[src/rtl/cpu_pkg.sv]
`default_nettype none
// +----------------------------------------------------------------------------+
// | Package     : cpu_pkg                                                      |
// | Description : Shared constants for the CPU program loader: instruction     |
// |               width, instruction-memory address width, loader state        |
// |               encoding and error codes.                                    |
// |               Optional feature macro: PROG_LOADER_CSUM_EN (adds ST_CSUM).  |
// | Revision    : 1.0 - initial release                                        |
// +----------------------------------------------------------------------------+
package cpu_pkg;

   localparam int INSTR_W     = 19;
   localparam int IMEM_ADDR_W = 8;

   typedef enum logic [3:0] {
      ST_IDLE   = 4'd0,
      ST_LEN_HI = 4'd1,
      ST_LEN_LO = 4'd2,
      ST_B0     = 4'd3,
      ST_B1     = 4'd4,
      ST_B2     = 4'd5,
`ifdef PROG_LOADER_CSUM_EN
      ST_CSUM   = 4'd6,
`endif
      ST_DONE   = 4'd7,
      ST_ERROR  = 4'd8
   } loader_state_t;

   localparam logic [1:0] ERR_NONE   = 2'd0;
   localparam logic [1:0] ERR_FORMAT = 2'd1;
   localparam logic [1:0] ERR_LENGTH = 2'd2;
   localparam logic [1:0] ERR_CSUM   = 2'd3;   // also used for abort

   // A session is in progress in every state except the three resting ones.
   function automatic logic is_busy(input loader_state_t s);
      return !((s == ST_IDLE) || (s == ST_DONE) || (s == ST_ERROR));
   endfunction

endpackage
`default_nettype wire

[src/rtl/prog_loader_if.sv]
`default_nettype none
// +----------------------------------------------------------------------------+
// | Interface   : prog_loader_if                                               |
// | Description : Byte-stream input and instruction-memory write bus of the    |
// |               program loader.                                              |
// |   in_valid/in_data/in_ready : byte stream, transfer on valid && ready      |
// |   mem_we/mem_addr/mem_wdata : one-cycle instruction-memory write strobe    |
// |   modport master : loader side (consumes bytes, drives memory writes)      |
// |   modport slave  : environment side (supplies bytes, observes writes)      |
// | Revision    : 1.0 - initial release                                        |
// +----------------------------------------------------------------------------+
interface prog_loader_if #(
   parameter int ADDR_W  = cpu_pkg::IMEM_ADDR_W,
   parameter int INSTR_W = cpu_pkg::INSTR_W
);
   logic               in_valid;
   logic [7:0]         in_data;
   logic               in_ready;
   logic               mem_we;
   logic [ADDR_W-1:0]  mem_addr;
   logic [INSTR_W-1:0] mem_wdata;

   modport master (
      input  in_valid, in_data,
      output in_ready, mem_we, mem_addr, mem_wdata
   );

   modport slave (
      output in_valid, in_data,
      input  in_ready, mem_we, mem_addr, mem_wdata
   );
endinterface
`default_nettype wire

[src/rtl/instr_packer.sv]
`default_nettype none
// +----------------------------------------------------------------------------+
// | Module      : instr_packer                                                 |
// | Description : Collects the three bytes of one instruction, checks that the |
// |               first byte only uses bits 2:0, and emits the 19-bit word     |
// |               with a one-cycle word_valid pulse after the third byte.      |
// |   clk, reset  : clock, asynchronous active-high reset                      |
// |   byte_valid  : a byte of an instruction is being accepted                 |
// |   byte_idx    : 0/1/2 position of that byte within the instruction         |
// |   byte_data   : the byte                                                   |
// |   kill        : suppress capture (abort in progress)                       |
// |   format_err  : first byte has bits 7:3 set (combinational)                |
// |   word        : packed instruction {b0[2:0], b1, b2}                       |
// |   word_valid  : one-cycle pulse, word is new                               |
// | Revision    : 1.0 - initial release                                        |
// +----------------------------------------------------------------------------+
module instr_packer
   import cpu_pkg::*;
(
   input  wire logic               clk,
   input  wire logic               reset,
   input  wire logic               byte_valid,
   input  wire logic [1:0]         byte_idx,
   input  wire logic [7:0]         byte_data,
   input  wire logic               kill,
   output logic                    format_err,
   output logic [INSTR_W-1:0]      word,
   output logic                    word_valid
);

   logic [2:0] r_b0;
   logic [7:0] r_b1;

   assign format_err = byte_valid && (byte_idx == 2'd0) && (byte_data[7:3] != 5'd0);

   always_ff @(posedge clk or posedge reset) begin
      if (reset) begin
         r_b0       <= 3'd0;
         r_b1       <= 8'd0;
         word       <= '0;
         word_valid <= 1'b0;
      end else begin
         word_valid <= 1'b0;
         if (byte_valid && !kill && !format_err) begin
            case (byte_idx)
               2'd0: r_b0 <= byte_data[2:0];
               2'd1: r_b1 <= byte_data;
               2'd2: begin
                  word       <= {r_b0, r_b1, byte_data};
                  word_valid <= 1'b1;
               end
               default: ;
            endcase
         end
      end
   end

endmodule
`default_nettype wire

[src/rtl/prog_loader.sv]
`default_nettype none
// +----------------------------------------------------------------------------+
// | Module      : prog_loader                                                  |
// | Description : Loads a CPU program from a byte stream into instruction      |
// |               memory while holding the CPU in reset. Stream format:        |
// |               LEN_HI, LEN_LO (word count N), N x 3 instruction bytes,      |
// |               and a checksum byte when PROG_LOADER_CSUM_EN is defined      |
// |               (running XOR of every byte from LEN_HI to the last B2).      |
// |   clk, reset : clock, asynchronous active-high reset                       |
// |   start      : one-cycle pulse, begins a session from IDLE/DONE/ERROR      |
// |   abort      : ends a busy session with err_code 3                         |
// |   bus        : byte stream in, instruction-memory writes out               |
// |   cpu_hold   : high while a session is in progress                         |
// |   done/error : level status of the last session                            |
// |   err_code   : 0 none, 1 bad format, 2 length overflow, 3 checksum/abort   |
// | Revision    : 1.0 - initial release                                        |
// +----------------------------------------------------------------------------+
module prog_loader #(
   parameter int ADDR_W  = cpu_pkg::IMEM_ADDR_W,
   parameter int INSTR_W = cpu_pkg::INSTR_W
) (
   input  wire logic     clk,
   input  wire logic     reset,
   input  wire logic     start,
   input  wire logic     abort,
   prog_loader_if.master bus,
   output logic          cpu_hold,
   output logic          done,
   output logic          error,
   output logic [1:0]    err_code
);
   import cpu_pkg::*;

   localparam logic [16:0]     MAX_WORDS = 17'(2**ADDR_W);
   localparam logic [ADDR_W:0] ONE       = (ADDR_W+1)'(1);

`ifdef PROG_LOADER_CSUM_EN
   localparam loader_state_t   ST_FINAL  = ST_CSUM;
`else
   localparam loader_state_t   ST_FINAL  = ST_DONE;
`endif

   loader_state_t      state, state_nx;
   logic [7:0]         r_len_hi;
   logic [ADDR_W:0]    r_len;
   logic [ADDR_W:0]    r_count;
   logic [ADDR_W-1:0]  r_mem_addr;
   logic [1:0]         r_err_code, w_err_nx;
   logic               r_done, r_error;

   logic               w_busy, w_accept, w_clear, w_last, w_wr_accept;
   logic               w_byte_valid, w_format_err, w_word_valid;
   logic [1:0]         w_byte_idx;
   logic [15:0]        w_len_in;
   logic [INSTR_W-1:0] w_word;

   assign w_busy      = is_busy(state);
   assign w_accept    = bus.in_valid && w_busy;
   assign w_len_in    = {r_len_hi, bus.in_data};
   assign w_last      = ((r_count + ONE) == r_len);
   // Abort beats a coinciding B2 acceptance, so no write is launched then.
   assign w_wr_accept = w_accept && (state == ST_B2) && !abort;

   assign bus.in_ready  = w_busy;
   assign bus.mem_we    = w_word_valid;
   assign bus.mem_addr  = r_mem_addr;
   assign bus.mem_wdata = w_word;
   assign cpu_hold      = w_busy;
   assign done          = r_done;
   assign error         = r_error;
   assign err_code      = r_err_code;

`ifdef PROG_LOADER_CSUM_EN
   logic [7:0] r_csum;

   always_ff @(posedge clk or posedge reset) begin
      if (reset) begin
         r_csum <= 8'd0;
      end else if (w_clear) begin
         r_csum <= 8'd0;
      end else if (w_accept && !abort && (state != ST_CSUM)) begin
         r_csum <= r_csum ^ bus.in_data;
      end
   end
`endif

   always_comb begin
      w_byte_idx = 2'd3;
      case (state)
         ST_B0:   w_byte_idx = 2'd0;
         ST_B1:   w_byte_idx = 2'd1;
         ST_B2:   w_byte_idx = 2'd2;
         default: w_byte_idx = 2'd3;
      endcase
   end

   assign w_byte_valid = w_accept && (w_byte_idx != 2'd3);

   instr_packer u_packer (
      .clk        (clk),
      .reset      (reset),
      .byte_valid (w_byte_valid),
      .byte_idx   (w_byte_idx),
      .byte_data  (bus.in_data),
      .kill       (abort),
      .format_err (w_format_err),
      .word       (w_word),
      .word_valid (w_word_valid)
   );

   always_ff @(posedge clk or posedge reset) begin
      if (reset) state <= ST_IDLE;
      else       state <= state_nx;
   end

   always_comb begin
      state_nx = state;
      w_err_nx = r_err_code;
      w_clear  = 1'b0;
      case (state)
         ST_IDLE, ST_DONE, ST_ERROR: begin
            if (start) begin
               state_nx = ST_LEN_HI;
               w_clear  = 1'b1;
               w_err_nx = ERR_NONE;
            end
         end
         ST_LEN_HI: if (w_accept) state_nx = ST_LEN_LO;
         ST_LEN_LO: begin
            if (w_accept) begin
               if (w_len_in == 16'd0) begin
                  state_nx = ST_FINAL;
               end else if ({1'b0, w_len_in} > MAX_WORDS) begin
                  state_nx = ST_ERROR;
                  w_err_nx = ERR_LENGTH;
               end else begin
                  state_nx = ST_B0;
               end
            end
         end
         ST_B0: begin
            if (w_accept) begin
               if (w_format_err) begin
                  state_nx = ST_ERROR;
                  w_err_nx = ERR_FORMAT;
               end else begin
                  state_nx = ST_B1;
               end
            end
         end
         ST_B1: if (w_accept) state_nx = ST_B2;
         // The decision uses the pre-increment count so the next B0 can be
         // accepted in the same cycle the write is presented.
         ST_B2: if (w_accept) state_nx = w_last ? ST_FINAL : ST_B0;
`ifdef PROG_LOADER_CSUM_EN
         ST_CSUM: begin
            if (w_accept) begin
               if (bus.in_data == r_csum) begin
                  state_nx = ST_DONE;
               end else begin
                  state_nx = ST_ERROR;
                  w_err_nx = ERR_CSUM;
               end
            end
         end
`endif
         default: state_nx = ST_IDLE;
      endcase

      if (abort && w_busy) begin
         state_nx = ST_ERROR;
         w_err_nx = ERR_CSUM;
      end
   end

   always_ff @(posedge clk or posedge reset) begin
      if (reset) begin
         r_len_hi   <= 8'd0;
         r_len      <= '0;
         r_count    <= '0;
         r_mem_addr <= '0;
         r_err_code <= ERR_NONE;
         r_done     <= 1'b0;
         r_error    <= 1'b0;
      end else begin
         r_err_code <= w_err_nx;
         r_done     <= (state_nx == ST_DONE);
         r_error    <= (state_nx == ST_ERROR);
         if (w_clear) begin
            r_count <= '0;
            r_len   <= '0;
         end else begin
            if (w_accept && (state == ST_LEN_HI)) r_len_hi <= bus.in_data;
            if (w_accept && (state == ST_LEN_LO)) r_len    <= w_len_in[ADDR_W:0];
            if (w_wr_accept) begin
               r_mem_addr <= r_count[ADDR_W-1:0];
               r_count    <= r_count + ONE;
            end
         end
      end
   end

endmodule
`default_nettype wire

[src/flat_wrapper.sv]
// flat-port wrapper written by rule: the top's interface ports become plain ports
module prog_loader_flat import cpu_pkg::*;
#(
   parameter int ADDR_W  = cpu_pkg::IMEM_ADDR_W,
   parameter int INSTR_W = cpu_pkg::INSTR_W
)
  (clk, reset, start, abort, cpu_hold, done, error, err_code, bus_in_valid, bus_in_data, bus_in_ready, bus_mem_we, bus_mem_addr, bus_mem_wdata);
  prog_loader_if #(.ADDR_W(ADDR_W), .INSTR_W(INSTR_W)) bus_i ();
  input  wire logic clk;
  input  wire logic reset;
  input  wire logic start;
  input  wire logic abort;
  output logic cpu_hold;
  output logic done;
  output logic error;
  output logic [1:0] err_code;
  input wire logic [$bits(bus_i.in_valid)-1:0] bus_in_valid;
  input wire logic [$bits(bus_i.in_data)-1:0] bus_in_data;
  output wire logic [$bits(bus_i.in_ready)-1:0] bus_in_ready;
  output wire logic [$bits(bus_i.mem_we)-1:0] bus_mem_we;
  output wire logic [$bits(bus_i.mem_addr)-1:0] bus_mem_addr;
  output wire logic [$bits(bus_i.mem_wdata)-1:0] bus_mem_wdata;
  assign bus_i.in_valid = bus_in_valid;
  assign bus_i.in_data = bus_in_data;
  assign bus_in_ready = bus_i.in_ready;
  assign bus_mem_we = bus_i.mem_we;
  assign bus_mem_addr = bus_i.mem_addr;
  assign bus_mem_wdata = bus_i.mem_wdata;
  prog_loader #(.ADDR_W(ADDR_W), .INSTR_W(INSTR_W)) u_core (.clk(clk), .reset(reset), .start(start), .abort(abort), .bus(bus_i), .cpu_hold(cpu_hold), .done(done), .error(error), .err_code(err_code));
endmodule
[config.mk]
export PLATFORM = sky130hd
export DESIGN_NAME = prog_loader_flat
export DESIGN_NICKNAME = d
export VERILOG_FILES = /design/src/rtl/cpu_pkg.sv /design/src/rtl/prog_loader_if.sv /design/src/rtl/instr_packer.sv /design/src/rtl/prog_loader.sv /design/src/flat_wrapper.sv
export SDC_FILE = /design/constraint.sdc
export NUM_CORES = 1
export LEC_CHECK = 0
export ABC_AREA = 1
export ABC_CLOCK_PERIOD_IN_PS = 7000
export CORE_UTILIZATION = 49
export DETAILED_ROUTE_END_ITERATION = 8
export HOLD_SLACK_MARGIN = 0.03
export PLACE_DENSITY = 0.82
export SLEW_MARGIN = 20
export SYNTH_ARGS = -nofsm -noshare
export SYNTH_HDL_FRONTEND = slang
export SYNTH_SLANG_ARGS = --single-unit
export TNS_END_PERCENT = 100
[constraint.sdc]
create_clock -name clk -period 7 [get_ports clk]
set_clock_uncertainty 0.05 [all_clocks]
set_input_delay 1.75 -clock clk [delete_from_list [all_inputs] [get_ports clk]]
set_output_delay 1.75 -clock clk [all_outputs]
set_load 0.05 [all_outputs]
# Word-level counts from Yosys, hierarchy flattened
# Cells that the tools add are included.
# op_classes
eq_ne	19
muxes	29
n_addsub	1
n_bitwise	1
order_cmp	1
reduce_logical	30
# ops
operator	count
$mux 4	10
$mux 9	4
$pmux 4 s6	1
$eq 4x3->1 const B	4
$gt 16x9->1 const B	1
$logic_not 16->1	1
$mux 2	7
$pmux 2 s3	2
$logic_and 1x1->1	11
$reduce_and 2->1	5
$add 9x1->9 const B	1
$eq 9x9->1	1
$ne 3x1->1 const B	3
$eq 4x2->1 const B	2
$eq 4x4->1 const B	2
$reduce_and 7->1	1
$ne 3x2->1 const B	2
$reduce_bool 5->1	1
$eq 4x1->1 const B	1
$logic_not 4->1	1
$mux 1	4
$reduce_bool 2->1	2
$reduce_bool 4->1	1
$logic_not 1->1	3
9 further kinds	10
# totals
input_bits	13
word_cells	93
out_inout_bits	34
reg_bits	73

# Depth between registers and ports, before layout
# Gate-level depths: netlist of the first run.
# logic_depth
depth_word	13
depth_mapped	15
ltp_nobuf	15

# Hierarchy
# From an unflattened synthesis of the first run, not the netlist that was laid out.
# hier_totals
hier_cells	434
area_unflattened_um2	3529.6
# modules_own_cells
mod	area_per_inst_um2	n_inst	seq_area_each_um2	cells_each
prog_loader	2282.2	1	1051.0	300
instr_packer	1247.4	1	775.7	134

# Least setup slack after synthesis of the first run
# Ideal clock, no wire load.
# synth_path
path_type	reg2out
startpoint	register u_core.state[1]
endpoint	output cpu_hold
setup_slack_ps	3861
required_time_ps	5200
path_buffers	1
stages_incl_launch_ff	6
arrival_time_ps	1339
cell_sequence	dfrtp_1 -> nor2_1 -> inv_2 -> o21ai_2 -> inv_1 -> buf_4
# synth_between
elab_chain_len	4
elab_cells_between_ends	6
cone_classes	eq/ne: 2; reduce/logical: 4
# synth_lines
element	line	text
start: declaration	prog_loader.sv:43	loader_state_t state, state_nx;
start signal: assignment	prog_loader.sv:113	else state <= state_nx;
$eq 4x3->1 or $logic_not 4->1 (tied branches)	cpu_pkg.sv:36	return !((s == ST_IDLE) || (s == ST_DONE) || (s == ST_ERROR));
$logic_or 1x1->1	cpu_pkg.sv:36	
$logic_or 1x1->1 (*)	cpu_pkg.sv:36	
$logic_not 1->1 (*)	cpu_pkg.sv:36	
end: declaration	flat_wrapper.sv:13	output logic cpu_hold;
# Mark *: on every way between the ends. The rest lies on a longest branch, timed or not.

# Worst setup path after layout of the first run
# layout_path
startpoint	register u_core.state[0]
endpoint	output bus_in_ready
# layout_between
elab_chain_len	4
elab_cells_between_ends	6
cone_classes	eq/ne: 2; reduce/logical: 4
# layout_lines
element	line	text
$eq 4x3->1 or $logic_not 4->1 (tied branches)	cpu_pkg.sv:36	
$logic_or 1x1->1	cpu_pkg.sv:36	
$logic_or 1x1->1 (*)	cpu_pkg.sv:36	
$logic_not 1->1 (*)	cpu_pkg.sv:36	
end: declaration	flat_wrapper.sv:19	output wire logic [$bits(bus_i.in_ready)-1:0] bus_in_ready;
# Marks and branches as above.

==> results list, run 1 <==
- Clock latency on the worst-skew pair, taken at its later pin, is about 0.34 ns.
- Highest-count cells in the layout ignoring fill and taps: sky130_fd_sc_hd__nand2_1 (116), sky130_fd_sc_hd__dfrtp_1 (73), sky130_fd_sc_hd__inv_1 (49)
- Across all register-to-register paths, the minimum setup slack is between 4 and 5 ns.
* Combined area of all synthesized cells: roughly 0.0033 mm2
* Placed insts: 505
- At the end of routability-driven placement, the weighted congestion stood at slightly above 0.9.
- Sequential element share of the synthesized area: 0.551
* Overall Global Routing Usage: 0.220
- Detailed-route via count: roughly 2800
- Once placement finished, the instance area stood at approximately 0.0038 mm2.
* CTS tree: done
- DIE HEIGHT: ~84 um
- Share of post-route cells with drive strength above 1: 0.0811
- Hold Vio Cnt, Final: 0
- Of all nets on the critical path, the largest fanout is 6.
- Required time worst endpoint: about 5.2 ns
- Die extent in x: roughly 84 um
* Violation count after the first detailed-route iteration: 250
- Number of cells produced by synthesis: 391
- Pin placement for this block handled 47 I/O pins.
- Share of Yosys cell area claimed by the top area cell type: 0.551
* Mean area per synthesized cell: 8.49 um2
- VDD sags by at most ~0.25 mV.
- Yosys attributes the largest share of cell area to sky130_fd_sc_hd__dfrtp_1 (55%), sky130_fd_sc_hd__nand2_1 (13%), sky130_fd_sc_hd__o21ai_0 (6.3%).
* Bufs on Longest Clock Path: 2
- Final WL: around 7100 um
- Gates resized during post-CTS repair numbered 0.
- Final setup slack of the worst path: between 3 and 4 ns
- The core region is roughly 0.0065 mm2.
* H-tree levels: 3
- Leaving out fill and tap cells, the most frequent cell in the layout is sky130_fd_sc_hd__nand2_1.
- Arrival time of the worst setup path: 2.04 ns
- Avg Vias per Cell: 5.33
- Psw: 525 uW
- Comb pwr share: 0.357
* RR Startpoint: u_core.state[0]
- Total negative slack: 0 ns
- Of the total power, registers draw 0.406.
- Rel. slew slack: 0.424
* Area of all placed cells without fillers: between 0.004 and 0.005 mm2
- Number of synthesized register bits: between 70 and 80
* RSZ-0062 raised after global routing: no
* Switching part of the total power: 0.395
- Final routed wire length divided by cell count: 13.7 um
- The floorplan step defined a die boundary enclosing ~0.0071 mm2.
- For this run the aggregate overflow at the end of global routing stands at 0.
- The first detailed-routing pass ran for 7 iterations.
- Dominant cell type by area after synthesis: sky130_fd_sc_hd__dfrtp_1
- In this run the static leakage power is about 1.9 nW.
* Wire length of the first global-routing pass: 12200 um
- Maximum number of pins on one net before global-route repair: 74
- Post-CTS clock slew at the launch and capture registers of the worst setup and hold paths: 0.08 ns
- Post-route fraction of the period consumed by the critical path: 0.549
- Layout overhead on the synthesized area: 21.0%
- Timing would allow up to around 260 MHz.
- Clock group share of total power: 0.237
* Port Buffers: 46
* Synthesized Nets: about 410
* Worst-margin pin slew: 0.865 ns
* Post-layout min period: a little under 4 ns
- The tree is rooted in a sky130_fd_sc_hd__clkbuf_8.
* Initial standard-cell utilization of the core: 0.514
- # Post-CTS Setup Buffers: 0
- Worst setup EP type: primary output
- Number of nets in the finished design: between 400 and 500
- The count of nets left with antenna violations once routing finished came out at 0.
- The initial antenna violation count is 0.
* Origin of the worst min-delay path: u_core.u_packer.word[12]
- Hold repair after CTS inserted 0 buffers.
- In this run the worst setup path begins at u_core.state[0].
* Slew Limit Fails: 0
- After floorplanning, the core was divided into 29 placement rows.
- Half-perimeter wire length after placement: roughly 5000 um
- The checks that failed: design-rule violations.
* TritonCTS buffer count: 9
- Setup violations remaining at the end of the flow were counted as 0.
* Fin cells: about 520
- Startpoint-to-endpoint class of the critical path: reg2out
- Path type of the worst min-delay path: reg2reg
- Number of library cell types mapped by synthesis: 27
- At the placement stage, the worst setup path has a slack of 2.95 ns.
- The flow ran to the end, but the final reports show violations.
* Setup crit start kind: flop
- Synth warnings: 0
* Via count of the first global-routing pass: ~2600
- For this run, design rule violations remaining after detail routing come to 6.
- Counting every sink on the clock net gives 73.
- Dividing total power by cell area gives a power density of 331 mW/mm2.
- The repair_antennas step left the layout with diodes totalling 0.
- Max-cap violations in this run came to 0.
* Int Pwr: about 800 uW
## cells by family after synthesis
family	after synthesis	share of synthesized area
flops	73	0.551
xor+xnor	2	0.00528
compound gates	71	0.129
simple gates	181	0.235
fa+ha+maj	1	0.00377
buf+inv	63	0.0765
## cells in the mapped netlist (all sizes together)
master	n
o21ai	51
a21oi	1
o311ai	1
nor2	27
xor2	1
o22ai	12
nand3	26
nand4	10
nand2	116
nor3	1
clkbuf	3
buf	7
xnor2	1
nor4	1
a211oi	1
o211ai	4
dfrtp	73
o21bai	1
inv	53
ha	1
## final cells by class
type | instances | area, um2
timing repair buffer | 47 | 468
inverter | 53 | 199
multi-input combinational | 255 | 1240
sequential | 73 | 1830
clock inverter | 5 | 56.3
fill | 566 | 2440
tap | 77 | 96.3
clock buffer | 11 | 131
## power by group through the flow
stage	registers, mW	clock network [mW]	logic (mW)
after floorplan	0.645	0	0.234
after global placement	0.544	0	0.470
after detailed placement	0.544	0	0.475
after CTS	0.538	0.322	0.476
after global routing	0.548	0.341	0.519
final	0.539	0.315	0.474
## routing by layer
layer / share of wire / track usage
met3: 0.051 / 0.0315
met5: 0 / 0
met4: 0.016 / 0.0972
met2: 0.48 / 0.352
met1: 0.46 / 0.301
## registers in the layout, indices dropped and copies added (netlist names)
signal and cells:
u_core.error 1, u_core.bus.mem_addr 8, u_core.u_packer.word 19, u_core.r_len_hi 8
u_core.err_code 2, u_core.state 4, u_core.done 1, u_core.u_packer.r_b0 3
u_core.u_packer.r_b1 8, u_core.u_packer.word_valid 1, u_core.r_len 9, u_core.r_count 9
## stage by stage
step	total power, mW	hold slack (ns)	utilization
after floorplan	0.879	0.399	-
after global placement	1.01	0.409	0.593
after detailed placement	1.02	0.410	0.593
after CTS	1.33	0.425	0.622
after global routing	1.41	0.455	0.622
final	1.33	0.426	0.622
## final timing paths
check / endpoint / cells past startpoint
max in group asynchronous: u_core.u_packer.r_b1[5] / 3
min in group asynchronous: u_core.u_packer.r_b0[1] / 3
worst min-delay path: u_core.u_packer.word[12] / 2
worst min register to register: u_core.u_packer.word[12] / 2
worst max-delay path: bus_in_ready / 5
worst max register to register: u_core.r_count[1] / 9
## critical path, stage by stage, from the launching register on
cell                              delay [ns]
sky130_fd_sc_hd__dfrtp_1                0.45
sky130_fd_sc_hd__nor2_1                 0.17
sky130_fd_sc_hd__inv_2                  0.06
sky130_fd_sc_hd__o21ai_2                0.20
sky130_fd_sc_hd__inv_1                  0.12
sky130_fd_sc_hd__clkdlybuf4s50_1        0.72
Note: power is estimated with default switching activity, not from simulation.
==> run 2, diff against run 1 <==
Settings changed: ABC_CLOCK_PERIOD_IN_PS 7000 to 4000.
Clock period 7 ns to 4 ns, I/O delays scaled along.
==> run 2 against run 1 <==
  * The flow still finishes with violations (design-rule violations)
  * Global-route usage rose by 0.34 points
  * Utilization down 0.37 points
  * Routed wire length grew 1.6%
  * Clock-buffer cell count did not move
  * First-iteration DRC count grew 2.4%
  * Power is 71% higher
  * Sequential share of layout area rose by 0.27 points
  * Sequential cell count unchanged
  * Non-clock buffer count increased by 1
  * Sequential power increased by 75%
  * Critical path type unchanged
  * Largest cell class unchanged
  * Highest routed layer unchanged
==> results list, run 2 (synthesized netlist as in run 1, its figures left out) <==
* Die ar.: between 0.007 and 0.008 mm2
* Hold buffer count at CTS: 0
- Path type of the worst min-delay path: reg2reg
- Arrival time of the worst setup path: between 2 and 2.5 ns
- Cell with the biggest individual delay on the critical path: sky130_fd_sc_hd__clkdlybuf4s50_1
- Hold Vio Cnt, Final: 0
- Slew Limit Fails: 0
- Worst slack on hold paths: approximately 0.43 ns
- Biggest registers after layout: u_core.u_packer.word (19), u_core.r_count (9), u_core.r_len (9)
- Highest-count cells in the layout ignoring fill and taps: sky130_fd_sc_hd__nand2_1 (116), sky130_fd_sc_hd__dfrtp_1 (73), sky130_fd_sc_hd__inv_1 (49)
- Worst setup EP type: primary output
- MaxCap Viol Count: 0
* Layout overhead on the synthesized area: 20.3%
- Dividing the detail-routed via count by the number of cells gives 5.36.
* Power per Cell Area: around 570 mW/mm2
- Most common library cell in the layout ignoring fill and taps: sky130_fd_sc_hd__nand2_1
- From left edge to right edge, the die measures roughly 84 um.
* Rel. slew slack: 0.404
* Worst-margin pin slew: 0.894 ns
- Counting along the longest clock path gives a buffer depth of 2.
- Final GP Congestion: 1.01
* R2r endpoint: u_core.r_count[3]
- On the worst path, the slowest cell contributes a delay of between 0.7 and 0.8 ns.
- The startpoint identified for the worst register-to-register timing path is u_core.state[2].
- Final WL: slightly above 7000 um
- Setup crit end: bus_in_ready
- Clock latency of the later-clocked register in the worst-skew pair: around 0.34 ns
- Post-route fraction of the period consumed by the critical path: 0.778
- The HPWL after detailed placement is between 4000 and 5000 um.
- For the finished layout, the period the worst path requires is between 3 and 4 ns.
- Post-CTS clock slew at the launch and capture registers of the worst setup and hold paths: 0.07 ns
- Required time worst endpoint: 2.95 ns
* Wire length of the first global-routing pass: ~12000 um
* Number of iterations in the first detailed-routing pass: 7
- # Post-CTS Setup Buffers: 0
- Maximum number of pins on one net before global-route repair: 74
- Adding up every negative setup slack in the final design gives 0 ns.
* Share of post-route cells with drive strength above 1: 0.0794
- In the global route stage, met1 resource usage came out at 0.304.
- Ranked by flip-flop count, first place goes to u_core.u_packer.word.
* DIE HEIGHT: around 84 um
- Tracing the worst setup path back leads to its startpoint at u_core.state[0].
- Peak supply drop: 0.401 mV
- For this run, the post-layout net count is 454.
* GR peak layer: met2
- Worst setup slack for register-to-register paths: around 1.7 ns
- Gates resized during post-CTS repair numbered 0.
* Initial antenna violation count: 0
- The via count of the first global-routing pass was about 2700.
* Area of the placeable core: between 0.006 and 0.007 mm2
* Number of placement rows: 29
- The clock tree synthesis step divided the H-tree into 3 levels.
- Setup repair after global routing left no endpoint under its margin.
- Max reg flops: 19
* Met2 layer usage reported by global route: 0.358
* Port Buffers: 46
* Static leakage power: just under 2 nW
- For this block, the initial DRC count from the detailed router was around 260.
- CTS placed an instance of sky130_fd_sc_hd__clkbuf_8 at the clock tree root.
- Measured in cells, the most critical reg-to-reg path has a length of 8.
- Endpoints failing setup: 0
- The worst hold path begins at u_core.u_packer.word[12].
- Overall Global Routing Usage: 0.223
* Clock net sink count: 73
- The final reports fail on design-rule violations.
- The critical path goes through nor2_1, inv_2, o21ai_2, inv_1, clkdlybuf4s50_1.
- Overall overflow remaining after global route: 0
- TritonCTS created 9 clock buffers.
* Cell area after placement: 0.00383 mm2
- TritonCTS built the clock tree.
- Dividing the detail-routed wire length by the instance count gives between 10 and 15 um.
- Setup crit start kind: flop
- The critical path is of the reg2out type.
- For this run, global-route usage on met3 was measured as 0.0334.
- Peak Freq: ~320 MHz
* Initial standard-cell utilization of the core: 0.514
* Number of fill cells: ~570
* Count of pins on the block boundary: 47
- Number of DRC violations after detailed routing: 6
- Outcome: complete, but fails checks
* ANT cells: 0
- Detailed-route via count: ~2800
- The finished cells cover 0.00399 mm2.
* Antenna-violating nets left: 0
- Worst-path maximum fanout: 6
run 2: power breakdown:
part	switching (mW)	internal (mW)	total (mW)	leakage [nW]
clock network	0.246	0.244	0.490	0.0830
logic	0.573	0.257	0.830	0.861
registers	0.0831	0.862	0.945	0.977
total	0.902	1.36	2.26	1.92
run 2: per-layer routing:
layer | wire length [um] | vias to the layer above
met5 | 0 | -
met4 | 143 | 0
met3 | 318 | 14
met2 | 3410 | 82
met1 | 3380 | 1319
li1 | - | 1364
run 2: critical path, delay by kind of cell, from the launching register on:
family          cells  cell delay [ns]
simple gates        1             0.17
flops               1             0.44
compound gates      1             0.21
buf+inv             3             0.91
run 2: cell type report:
cell class / count / area, um2 / share of cell area
well taps: 77 / 96.3 / 0.0241
repair buffers: 48 / 475 / 0.119
clock buffers: 11 / 151 / 0.0379
inverters: 53 / 199 / 0.0498
flip-flops and latches: 73 / 1830 / 0.458
multi-input cells: 255 / 1240 / 0.310
clock inverters: 1 / 5.00 / 0.00125
run 2: through the flow:
stage	util	std cells	total power, mW	worst slack [ns]
finish	0.618	518	2.26	0.888
floorplan	-	391	1.54	1.10
detailed placement	0.594	506	1.78	0.891
global placement	0.594	506	1.76	0.963
CTS	0.618	518	2.27	0.879
global route	0.618	518	2.39	0.752
run 2: worst min-delay path by stage:
stage | slack (ns) | endpoint | cells past startpoint
after floorplan | 0.40 | u_core.u_packer.word[10] | 2
after global placement | 0.41 | u_core.u_packer.word[15] | 2
after detailed placement | 0.41 | u_core.u_packer.word[15] | 2
after CTS | 0.43 | u_core.u_packer.word[15] | 2
after global routing | 0.45 | u_core.u_packer.r_b1[1] | 2
final | 0.43 | u_core.u_packer.word[12] | 2
